<file path="src/rtl/uart_pkg.sv">
// Shared UART timebase types and default parameters.
// Imported by the tick counter and the baud controller.
package uart_pkg;

  localparam int DEF_CNT_W      = 26;
  localparam int DEF_DIV        = 49;
  localparam int DEF_OVERSAMPLE = 16;

  typedef enum logic [1:0] {
    IDLE,
    RUN,
    PEND
  } state_e;

endpackage

</file>
<file path="src/rtl/uart_tick_counter.sv">
// Prescale counter plus oversample counter for the UART timebase.
// Emits combinational wrap strobes; the caller registers the ticks.
module uart_tick_counter
  import uart_pkg::*;
#(
  parameter int CNT_W      = DEF_CNT_W,
  parameter int OVERSAMPLE = DEF_OVERSAMPLE
) (
  input  logic             clk_in,
  input  logic             rst,
  input  logic             clear_i,
  input  logic             load_div_i,
  input  logic [CNT_W-1:0] div_i,
  output logic             os_wrap_o,
  output logic             baud_wrap_o
);

  localparam int OS_W = $clog2(OVERSAMPLE);
  localparam logic [OS_W-1:0] OS_LAST = OS_W'(OVERSAMPLE - 1);

  logic [CNT_W-1:0] q_q, q_d;
  logic [OS_W-1:0]  os_q, os_d;

  assign os_wrap_o   = (q_q == div_i);
  assign baud_wrap_o = os_wrap_o && (os_q == OS_LAST);

  always_comb begin
    q_d  = q_q + CNT_W'(1);
    os_d = os_q;
    if (clear_i || load_div_i) begin
      q_d  = '0;
      os_d = '0;
    end else if (os_wrap_o) begin
      q_d  = '0;
      os_d = baud_wrap_o ? '0 : os_q + OS_W'(1);
    end
  end

  always_ff @(posedge clk_in) begin
    if (rst) begin
      q_q  <= '0;
      os_q <= '0;
    end else begin
      q_q  <= q_d;
      os_q <= os_d;
    end
  end

endmodule

</file>
<file path="src/rtl/uart_baud_controller.sv">
// UART timebase: programmable 16x oversample tick and 1x baud tick.
// Divisor updates are deferred to a baud boundary while running.
module uart_baud_controller
  import uart_pkg::*;
#(
  parameter int CNT_W       = DEF_CNT_W,
  parameter int DEFAULT_DIV = DEF_DIV,
  parameter int OVERSAMPLE  = DEF_OVERSAMPLE
) (
  input  logic             clk_in,
  input  logic             rst,
  input  logic             enable,
  input  logic             cfg_valid,
  input  logic [CNT_W-1:0] cfg_div,
  output logic             cfg_ready,
  output logic             cfg_err,
  output logic [CNT_W-1:0] cur_div,
  output logic             os_tick,
  output logic             baud_tick,
  output logic             pending
);

  state_e           state_q, state_d;
  logic [CNT_W-1:0] cur_div_q, cur_div_d;
  logic [CNT_W-1:0] held_q, held_d;
  logic             os_tick_q, baud_tick_q, err_q;

  logic running, boundary, accept, legal;
  logic os_wrap, baud_wrap;

  assign running  = enable && (state_q != IDLE);
  assign boundary = running && (state_q == PEND) && baud_wrap;
  assign accept   = cfg_valid && cfg_ready;
  assign legal    = accept && (cfg_div != '0);

  uart_tick_counter #(
    .CNT_W      (CNT_W),
    .OVERSAMPLE (OVERSAMPLE)
  ) u_cnt (
    .clk_in      (clk_in),
    .rst         (rst),
    .clear_i     (!running),
    .load_div_i  (boundary),
    .div_i       (cur_div_q),
    .os_wrap_o   (os_wrap),
    .baud_wrap_o (baud_wrap)
  );

  always_comb begin
    state_d   = state_q;
    cur_div_d = cur_div_q;
    held_d    = held_q;
    if (!enable) begin
      // Halting flushes any deferred divisor straight into effect
      state_d = IDLE;
      if (state_q == PEND) begin
        cur_div_d = held_q;
      end else if (legal) begin
        cur_div_d = cfg_div;
      end
    end else begin
      unique case (state_q)
        IDLE: begin
          state_d = RUN;
          if (legal) cur_div_d = cfg_div;
        end
        RUN: begin
          if (legal) begin
            held_d  = cfg_div;
            state_d = PEND;
          end
        end
        PEND: begin
          if (boundary) begin
            cur_div_d = held_q;
            state_d   = RUN;
          end
        end
        default: state_d = IDLE;
      endcase
    end
  end

  always_ff @(posedge clk_in) begin
    if (rst) begin
      state_q     <= IDLE;
      cur_div_q   <= CNT_W'(DEFAULT_DIV);
      held_q      <= '0;
      os_tick_q   <= 1'b0;
      baud_tick_q <= 1'b0;
      err_q       <= 1'b0;
    end else begin
      state_q     <= state_d;
      cur_div_q   <= cur_div_d;
      held_q      <= held_d;
      os_tick_q   <= running && os_wrap;
      baud_tick_q <= running && baud_wrap;
      err_q       <= accept && (cfg_div == '0);
    end
  end

  assign cfg_ready = (state_q != PEND);
  assign pending   = (state_q == PEND);
  assign cfg_err   = err_q;
  assign cur_div   = cur_div_q;
  assign os_tick   = os_tick_q;
  assign baud_tick = baud_tick_q;

endmodule
</file>
<file path="config.mk">
export PLATFORM = sky130hd
export DESIGN_NAME = uart_baud_controller
export DESIGN_NICKNAME = d
export VERILOG_FILES = /design/src/rtl/uart_pkg.sv /design/src/rtl/uart_tick_counter.sv /design/src/rtl/uart_baud_controller.sv
export SDC_FILE = /design/constraint.sdc
export NUM_CORES = 1
export LEC_CHECK = 0
export ABC_AREA = 1
export CAP_MARGIN = 20
export CORE_MARGIN = 1
export CORE_UTILIZATION = 45
export DETAILED_ROUTE_END_ITERATION = 6
export GPL_ROUTABILITY_DRIVEN = 0
export PLACE_DENSITY = 0.65
export SKIP_LAST_GASP = 1
export SLEW_MARGIN = 0
export SYNTH_ARGS = -nofsm -noshare
export SYNTH_HDL_FRONTEND = slang
export SYNTH_SLANG_ARGS = --single-unit
</file>
<file path="constraint.sdc">
create_clock -name clk_in -period 2.1 [get_ports clk_in]
set_clock_uncertainty 0.1 [all_clocks]
set_input_delay 0.42 -clock clk_in [delete_from_list [all_inputs] [get_ports clk_in]]
set_output_delay 0.42 -clock clk_in [all_outputs]
set_load 0.02 [all_outputs]
</file>
==> results.cfg <==
[setup_path]
crit_path_end_kind = output port
crit_path_top_delay_cell = dfxtp_1
cp_max_fo = 12
ff2ff_path_depth = 11
cp-start-kind = flop
r2r_start = u_cnt.q_q[21]$_SDFF_PP0_
crit_chain = inv_2, nor2_4, inv_1, dlygate4sd2_1
path_class = flop to output port
path_buf_inv = 3
cpPeakStageDelay_ns = 0.35
r2r-end = cur_div[16]$_SDFFE_PP0P_
arrival_ns = 1.44
cp_top_family = buffers and inverters
crit_required_ns = 1.58
reg2reg_slack_ns = 0.15

[clock_network]
clock_path_buffers = 2
h-tree-depth = 3
cts_inserted_buffers = 9
clk-insertion-delay-late_ns = 0.36
root_buffer = clkbuf_8
cts-hold-fix-buffers = 0
cts.sink_count = 87
clkTransAtPathRegs_ns = 0.08
cts_tree = done

[die]
core_um2 = 9370
rows = 35
die_w_um = 101
start_util = 0.473
die_h_um = 101
io_pins = 61
die_area_um2 = 10300

[cells_and_area]
drive_above_1_share = 0.134
fillerInstances = 909
diodes = 0
postLayoutCoreUtil = 0.603
fin_nets = 756
instances_no_fill = 855
syn2layout_area_growth_pct = 27.5

[routing]
viasPerCell = 4.85
finalWirelength_um = 10900
via_count = 4144
ant_nets = 0
route.detailed.drc = 0
drt_iter0_markers = 144
dr.pass1.iters = 4
wl_per_cell_um = 12.8

[synthesis]
synth_top_area_share = 0.393
synth_seq_cells = 87
netlist_top_cells_area = dfxtp_1 (39%), nand2_1 (11%), nor2_1 (6.9%)
yosys_warnings = 0
syn_area_um2 = 4430
ys_types = 31
synthCells = 635
syn-num-nets = 667
ys_seq_area_frac = 0.393
yosys.area.top_type = dfxtp_1
syn-mean-instance-area_um2 = 6.98

[grt]
use_met2 = 0.373
grt_usage = 0.224
grt_overflow = 0
grtUsageMet3 = 0.0497
use_met1 = 0.287
busiest_layer = met2
antenna_found_initial = 0
grt_pass1_vias = 3779
grt_max_degree = 53
grt_pass1_wl_um = 17800

[power_and_ir_drop]
ir_drop_mv = 0.407
powerDensity_nw_per_um2 = 655
p_leak_nw = 2.40

[sta]
hold_violations = 0
fin_ws_ns = 0.138
period_share = 0.934
clock.fmax_mhz = 510
tns_ns = 0
period_needed_ns = 1.96
slew_headroom = 0.679
setup-violations-final = 0
rsz0062_at_grt = yes
worstMarginPinSlew_ns = 0.476
drv_slew = 0

[place]
pre_cts_slack_ns = -0.320
dp_cells = 838
portBuffers = 60
hpwl_um = 8320

[worst_hold_path]
min_to = held_q[14]$_SDFFE_PP0P_
hold_class = flop to flop
hold_start = held_q[14]$_SDFFE_PP0P_
hold_depth = 2

[flow_run]
drv_cap = 0

[outcome]
status = finished, final reports clean
[area by class of cell]
type | count | area [µm²] | share of cell area
timing repair buffer | 105 | 986 | 0.174
tap | 129 | 161 | 0.0285
clock inverter | 4 | 97.6 | 0.0173
sequential | 87 | 1740 | 0.308
clock buffer | 9 | 124 | 0.0219
multi-input combinational | 443 | 2250 | 0.398
inverter | 78 | 293 | 0.0518
[synth_stat cells]
master	count
nand2_2	5
nand2_4	1
nand2_8	1
nand3_2	3
and2_1	1
buf_2	6
nand4_1	13
or2_2	2
dfxtp_1	87
buf_6	6
nand2_1	129
buf_4	2
clkbuf_1	12
nor3_1	11
nor2_1	81
a21oi_1	50
ha_1	2
nand3_1	36
nor3_4	1
inv_1	73
nand3_4	1
o21ai_0	52
nor4_1	2
xor2_1	20
xnor2_1	14
inv_2	5
nor3b_2	1
buf_1	1
nor2_2	12
nor3_2	1
nor2_4	4
[worst register-to-register path, delay by kind of cell, from the launching register on]
kind	cells	cell delay [ns]
xor gates and xnor gates	1	0.15
buffers and inverters	1	0.17
DFF	1	0.44
and+or+nand+nor	9	0.99
[layer usage]
metal,vias up,share of wire
met2,89,0.47
met1,1855,0.47
met4,0,0.021
li1,2187,-
met5,-,0
met3,13,0.039
[power by group]
part	internal, mW	switching [mW]
clock	0.771	0.576
combinational	0.279	0.305
sequential	1.71	0.0630
[flip-flops by register name, indices dropped and copies added (netlist names)]
register	count
cur_div	26
os_tick	1
state_q	2
u_cnt.q_q	26
u_cnt.os_q	4
held_q	26
cfg_err	1
baud_tick	1
[worst max-delay path by stage]
stage / start / end / slack, ns / depth (start not counted)
5_1_grt: u_cnt.q_q[22]$_SDFF_PP0_ / cur_div[16]$_SDFFE_PP0P_ / -0.01 / 12
2_1_floorplan: cur_div[15]$_SDFFE_PP0P_ / cur_div[0]$_SDFFE_PP1P_ / 0.34 / 12
6_report: state_q[1]$_SDFFE_PP0P_ / cfg_ready / 0.14 / 4
3_3_place_gp: cfg_div[14] / held_q[14]$_SDFFE_PP0P_ / -0.24 / 10
3_5_place_dp: cfg_div[14] / held_q[21]$_SDFFE_PP0P_ / -0.32 / 10
4_1_cts: cfg_div[14] / held_q[21]$_SDFFE_PP0P_ / 0.04 / 10
[through the flow]
step	hold slack [ns]	power, mW	area [µm²]
finish	0.352	3.71	5660
global route	0.373	3.87	5660
CTS	0.352	3.73	5610
detailed placement	0.339	2.39	5400
global placement	0.338	2.38	5400
floorplan	0.325	2.12	4430
[what timing repair did]
| item | in CTS | in global routing |
|---|---|---|
| buffers inserted | 0 | 4 |
| pin swaps | 0 | 2 |
| gates resized for setup | 2 | 3 |
| endpoints found under the setup margin | 2 | 28 |
[kinds of logic after synthesis]
| family | count (synthesis) | synth area share |
|---|---|---|
| AO/OA/AOI/OAI | 102 | 0.115 |
| XOR/XNOR | 34 | 0.0672 |
| adder cells (fa/ha/maj) | 2 | 0.00564 |
| buffers and inverters | 105 | 0.102 |
| flip-flops | 87 | 0.393 |
| AND/OR/NAND/NOR | 305 | 0.317 |
[placed cells by master, fill, tap and decap left out, drive strengths merged]
| cell | count |
|---|---|
| nand2 | 136 |
| nor2 | 97 |
| dfxtp | 87 |
| inv | 78 |
| clkdlybuf4s50 | 58 |
| o21ai | 52 |
| a21oi | 50 |
| buf | 45 |
| nand3 | 40 |
| xor2 | 20 |
| xnor2 | 14 |
| nand4 | 13 |
| nor3 | 13 |
| clkbuf | 9 |
| bufinv | 3 |
| nor4 | 2 |
| or2 | 2 |
| ha | 2 |
| dlygate4sd2 | 2 |
| nor3b | 1 |
| and2 | 1 |
| clkinvlp | 1 |
No activity file was read; power rests on OpenSTA's default activity.
